[src/rtl/ahb_slave_port_arbiter.sv]
// Per-slave round-robin arbiter for a multi-master AHB interconnect: grants the slave
// address phase to one master and re-arbitrates only at transfer/burst boundaries.
module ahb_slave_port_arbiter #(
  parameter int CHANNEL_NUM = 4
) (
  input  logic                        hclk,
  input  logic                        hreset,
  input  logic [CHANNEL_NUM-1:0]      hreq,
  input  logic [CHANNEL_NUM-1:0][1:0] htrans,
  input  logic [CHANNEL_NUM-1:0][2:0] hburst,
  input  logic [CHANNEL_NUM-1:0]      hlock,
  input  logic                        hready_in,
  output logic [CHANNEL_NUM-1:0]      addr_sel,
  output logic [CHANNEL_NUM-1:0]      data_sel,
  output logic                        hmastlock_out
);

  localparam int LW = (CHANNEL_NUM > 1) ? $clog2(CHANNEL_NUM) : 1;
  localparam logic [1:0] TR_NONSEQ = 2'd2;
  localparam logic [1:0] TR_SEQ    = 2'd3;
  localparam logic [2:0] BU_INCR   = 3'd1;

  typedef enum logic {ST_IDLE = 1'b0, ST_OWNED = 1'b1} state_e;

  state_e                 state_q, state_d;
  logic [CHANNEL_NUM-1:0] addr_sel_q, addr_sel_d;
  logic [CHANNEL_NUM-1:0] data_sel_q, data_sel_d;
  logic [3:0]             cnt_q, cnt_d;
  logic                   undef_q, undef_d;
  logic [LW-1:0]          last_q, last_d;

  logic [LW-1:0]          owner_s, pick_idx_s, rot_idx_s;
  logic [LW:0]            rot_sum_s;
  logic                   pick_found_s;
  logic [1:0]             o_trans_s;
  logic [2:0]             o_burst_s;
  logic                   o_req_s, o_lock_s;
  logic                   accepted_s, release_s;

  // Remaining beats after the NONSEQ; SINGLE and undefined INCR both load zero.
  function automatic logic [3:0] burst_beats_m1(input logic [2:0] burst);
    case (burst)
      3'd2, 3'd3: burst_beats_m1 = 4'd3;
      3'd4, 3'd5: burst_beats_m1 = 4'd7;
      3'd6, 3'd7: burst_beats_m1 = 4'd15;
      default:    burst_beats_m1 = 4'd0;
    endcase
  endfunction

  always_comb begin
    owner_s = '0;
    for (int i = 0; i < CHANNEL_NUM; i++) begin
      owner_s = owner_s | (addr_sel_q[i] ? LW'(i) : '0);
    end
    o_trans_s = htrans[owner_s];
    o_burst_s = hburst[owner_s];
    o_req_s   = hreq[owner_s];
    o_lock_s  = hlock[owner_s];
  end

  // Search last+1, last+2, ... with wrap; the previous owner is examined last.
  always_comb begin
    pick_found_s = 1'b0;
    pick_idx_s   = last_q;
    rot_sum_s    = '0;
    rot_idx_s    = '0;
    for (int k = 1; k <= CHANNEL_NUM; k++) begin
      rot_sum_s = {1'b0, last_q} + (LW+1)'(k);
      rot_sum_s = (rot_sum_s >= (LW+1)'(CHANNEL_NUM)) ? rot_sum_s - (LW+1)'(CHANNEL_NUM) : rot_sum_s;
      rot_idx_s = rot_sum_s[LW-1:0];
      pick_idx_s   = (!pick_found_s && hreq[rot_idx_s]) ? rot_idx_s : pick_idx_s;
      pick_found_s = pick_found_s | hreq[rot_idx_s];
    end
  end

  always_comb begin
    state_d    = state_q;
    addr_sel_d = addr_sel_q;
    data_sel_d = data_sel_q;
    cnt_d      = cnt_q;
    undef_d    = undef_q;
    last_d     = last_q;
    release_s  = 1'b0;
    accepted_s = (state_q == ST_OWNED) && hready_in && o_trans_s[1];

    if (hready_in) begin
      data_sel_d = accepted_s ? addr_sel_q : '0;
      if (state_q == ST_OWNED) begin
        case (o_trans_s)
          TR_NONSEQ: begin
            cnt_d   = burst_beats_m1(o_burst_s);
            undef_d = (o_burst_s == BU_INCR);
          end
          TR_SEQ:  cnt_d = (cnt_q == 4'd0) ? 4'd0 : cnt_q - 4'd1;
          default: cnt_d = cnt_q;
        endcase
        // A locked, still-requesting owner is never released.
        release_s = (!o_req_s || (accepted_s && !undef_d && (cnt_d == 4'd0)))
                    && !(o_lock_s && o_req_s);
      end else begin
        release_s = 1'b1;
      end

      if (release_s) begin
        for (int i = 0; i < CHANNEL_NUM; i++) begin
          addr_sel_d[i] = pick_found_s && (LW'(i) == pick_idx_s);
        end
        last_d  = pick_found_s ? pick_idx_s : last_q;
        state_d = pick_found_s ? ST_OWNED : ST_IDLE;
      end else begin
        state_d = state_q;
      end
    end else begin
      data_sel_d = data_sel_q;
    end
  end

  always_ff @(posedge hclk or posedge hreset) begin
    if (hreset) begin
      state_q    <= ST_IDLE;
      addr_sel_q <= '0;
      data_sel_q <= '0;
      cnt_q      <= 4'd0;
      undef_q    <= 1'b0;
      last_q     <= LW'(CHANNEL_NUM - 1);
    end else begin
      state_q    <= state_d;
      addr_sel_q <= addr_sel_d;
      data_sel_q <= data_sel_d;
      cnt_q      <= cnt_d;
      undef_q    <= undef_d;
      last_q     <= last_d;
    end
  end

  assign addr_sel      = addr_sel_q;
  assign data_sel      = data_sel_q;
  assign hmastlock_out = |(addr_sel_q & hlock);

endmodule


[config.mk]
export PLATFORM = sky130hd
export DESIGN_NAME = ahb_slave_port_arbiter
export DESIGN_NICKNAME = d
export VERILOG_FILES = /design/src/rtl/ahb_slave_port_arbiter.sv
export SDC_FILE = /design/constraint.sdc
export NUM_CORES = 1
export LEC_CHECK = 0
export CORE_AREA = 5 5 76 78
export CTS_BUF_LIST = sky130_fd_sc_hd__clkbuf_8
export CTS_CLUSTER_DIAMETER = 50
export CTS_CLUSTER_SIZE = 12
export DETAILED_ROUTE_END_ITERATION = 12
export DIE_AREA = 0 0 81 83
export SLEW_MARGIN = 20
export SYNTH_ARGS = -nofsm -noshare
export SYNTH_HDL_FRONTEND = slang
export SYNTH_SLANG_ARGS = --single-unit
[constraint.sdc]
create_clock -name hclk -period 3.85 [get_ports hclk]
set_input_delay 0.77 -clock hclk [delete_from_list [all_inputs] [get_ports hclk]]
set_output_delay 0.77 -clock hclk [all_outputs]
set_load 0.05 [all_outputs]
==> run summary <==
RUN STATUS
------------------------------------------------------------------------------------
Result of the run                                                       finished clean

WORST SETUP PATH
------------------------------------------------------------------------------------
Critical path data required time                                             4030 ps
Crit path arrival time                                                       3260 ps
Type of the worst setup path                                            primary input to flop
Crit start category                                                     primary input
Start of the worst register-to-register path                            addr_sel[2]$_DFFE_PP0P_
Max stage delay cell, worst path                                              or4b_4
Worst setup path start                                                     htrans[7]
Kind of end point of the critical path                                          flop
CP delay by family, top                                                 compound AO/OA/AOI/OAI gates
CP Cell Sequence                                                        clkdlybuf4s50_1 -> nor2b_1 -> o21a_1 -> or2_1 -> or4b_4 -> a211oi_4 -> a21boi_2 -> o31a_1
CP Max Fanout                                                                      8
Count of buffering cells on the critical path with inverters included              1
Largest stage delay on the critical path                                      570 ps

SYNTH
------------------------------------------------------------------------------------
Yosys warnings                                                                     0
Post-synth EDFFs                                                                   0
Syn Inst Count                                                                   178
Yosys top cell by area                                                       dfrtp_1
Synth Area in XOR/XNOR                                                            0%
Share of synthesized area spent on multiplexers                                7.81%
Commonest register cell after synthesis                                      dfrtp_1
Netlist area before placement                                            0.00144 mm2
Mapped Nets                                                                      211
Simple-gate share of the synthesized area                                      26.6%
Dominant combinational cell family by area after synthesis              compound AO/OA/AOI/OAI gates
Share of the synthesized area in compound gates (AO/OA/AOI/OAI)                30.7%
Most frequently used cell type in the post-synthesis netlist                 nand2_1
Area share of the leading cell type in the synthesized netlist                 24.3%
Distinct cells, synth                                                             53
Synthesized area divided by synthesized cell count                          8.10 um2
Post-synthesis sequential area ratio                                           28.0%
Flop and latch count out of synthesis                                             16
Fraction of the mapped netlist area in adder cells                             1.74%
Main area contributors after synthesis                                  dfrtp_1 24%, mux2i_1 6.3%, nand2_1 5.2%
Most common library cells after synthesis                               20 x nand2_1, 14 x dfrtp_1, 12 x nor2_1, 12 x o21ai_0
Post-synth ARST share                                                           100%

ROUTE
------------------------------------------------------------------------------------
Remaining design rule violation count                                              0
DR vias/cell                                                                    5.17
Total Routed Length                                                          4170 um
Routed WL per cell                                                           14.5 um
Final antenna-violating net count                                                  0
Via count                                                                      1,483
Met1 WL                                                                      1910 um
Pre-antenna DRT Iters                                                              5
Total met2 wirelength after detailed routing                                 2010 um
Max Used Layer                                                                  met4
Met3 wire len                                                                 223 um
Drt first-iter violations                                                         57

CLOCKING
------------------------------------------------------------------------------------
CTS clock-pin slew for the worst setup and hold paths                          60 ps
Gates resized, CTS repair                                                          0
Clock buffers created by TritonCTS                                                 3
Post-CTS setup buffer count                                                        0
Number of H-tree branching levels                                                  1
Max clock buf depth                                                                2
Master cell of the clock root buffer                                        clkbuf_8
Latest clock arrival within the worst-skew pair                               250 ps
CTS tree                                                                         yes
Number of buffers inserted for hold repair after clock tree synthesis              0
Number of clock sinks                                                             16

STA
------------------------------------------------------------------------------------
Total of endpoints with negative setup slack in the final report                   0
Final Hold Fails                                                                   0
Final clock period utilization by the worst path                               80.1%
Final worst setup slack                                                       767 ps
Slew of the pin with the lowest slew margin                                   708 ps
FMAX                                                                         324 MHz
Min cycle time layout                                                        3080 ps
Setup repair after global routing missed its margin                            false
Clock tree skew after final layout                                           2.61 ps
Slew Viols, Final                                                                  0
Max-Slew Margin vs Limit                                                       51.5%
TNS Setup                                                                       0 ps

LAYOUT
------------------------------------------------------------------------------------
Number of diodes added for antenna fixing                                          0
Sequential Area                                                              403 um2
Area occupied by multi-input gates                                           963 um2
Number of nets at the end of the flow                                            251
Number of fill cells in the layout                                               539
Layout area overhead                                                           36.2%
Fraction of final layout cells with drive strength greater than 1              8.76%

PLACEMENT
------------------------------------------------------------------------------------
Placer congestion estimate                                                     0.816
Setup Slack @ Placement                                                       519 ps
Post-detailed-placement half-perimeter wirelength                            3280 um
Port Buf Inserts                                                                  39

PWR
------------------------------------------------------------------------------------
Power Dens Cells                                                          763 mW/mm2
Cell leakage power                                                          0.786 nW
Total Power                                                                  1.50 mW
VDD IR max                                                                  0.370 mV

GRT
------------------------------------------------------------------------------------
Initial antenna violation count                                                    0
Remaining global-route overflow                                                    0
Wire length of the first global-routing pass                                 6930 um
Vias in the first global route                                                 1,494
Global-route total usage across every layer                                    12.7%
Maximum number of pins on one net before global-route repair                      17

FLOORPLANNING
------------------------------------------------------------------------------------
Row cnt                                                                           26
Die W                                                                          81 um
Die area                                                                 0.00672 mm2
DIE HEIGHT                                                                     83 um
Number of I/O pins                                                                40
Initial cell density of the core                                               28.8%
Core area                                                                0.00501 mm2

WORST HOLD PATH
------------------------------------------------------------------------------------
Hold WC Path Type                                                       flop to flop
Launch point of the worst hold path                                     undef_q$_DFFE_PP0P_

RUN
------------------------------------------------------------------------------------
Max-cap violations                                                                 0

-- per-layer routing --
layer  vias to the layer above  global-route usage (%)
li1                        755                       -
met2                        39                    21.2
met4                         0                    2.30
met5                         -                       0
met3                         2                    2.38
met1                       687                    16.9
-- placed cells by master, fill, tap and decap left out, drive strengths merged, types with 3 or more instances in the layout --
| cell type | count |
|---|---|
| clkbuf | 4 |
| buf | 4 |
| inv | 9 |
| nor2 | 12 |
| or2 | 4 |
| nand2b | 6 |
| a22oi | 3 |
| nand3 | 3 |
| o21ai | 12 |
| o22ai | 4 |
| and2 | 4 |
| a21oi | 7 |
| o211ai | 3 |
| dfrtp | 14 |
| mux2i | 9 |
| nor2b | 3 |
| a22o | 5 |
| nor3 | 6 |
| nand2 | 20 |
| nand4 | 4 |
| clkdlybuf4s50 | 39 |
-- where the power goes --
part | switching (mW) | leakage (nW) | internal [mW]
sequential | 0.0920 | 0.199 | 0.245
combinational | 0.608 | 0.559 | 0.407
clock | 0.0556 | 0.0288 | 0.0906
-- stage by stage --
stage                     utilization [%]  hold WS [ps]  instances  instance area, um2
after global routing                 39.2           530        287                1960
after detailed placement             38.1           489        283                1910
final                                39.2           506        287                1960
after global placement               38.1           497        283                1910
after floorplan                         -           469        178                1440
after CTS                            39.2           504        287                1960
-- cell type report --
class	count	area share, %
well taps	70	4.46
inverters	9	1.72
clock buffers	4	2.80
flip-flops and latches	16	20.5
repair buffers	43	21.4
multi-input cells	145	49.1
-- registers in the layout, indices dropped and copies added, names as in the netlist --
register  count
addr_sel      4
cnt_q         4
data_sel      4
last_q        2
state_q       1
undef_q       1
-- worst paths after layout --
check                                     endpoint  slack [ps]  depth (start not counted)
setup / recovery             last_q[0]$_DFFE_PP1P_         770                          8
hold / removal                 undef_q$_DFFE_PP0P_         510                          1
hold reg to reg                undef_q$_DFFE_PP0P_         510                          1
setup reg to reg             last_q[0]$_DFFE_PP1P_         780                          7
max in group asynchronous  addr_sel[2]$_DFFE_PP0P_        2560                          2
min in group asynchronous  data_sel[3]$_DFFE_PP0P_         900                          2
-- kinds of logic after synthesis --
kind of cell    after synthesis
simple gates                 73
compound gates               59
buf+inv                      17
flops                        16
mux                          11
fa+ha+maj                     2
-- worst register-to-register path: cells and delay by family (launching register included) --
kind | cells | cell delay, ps
DFF | 1 | 500
AOI/OAI and AO/OA | 5 | 1470
and+or+nand+nor | 2 | 1030
(Power assumes the default switching activity.)
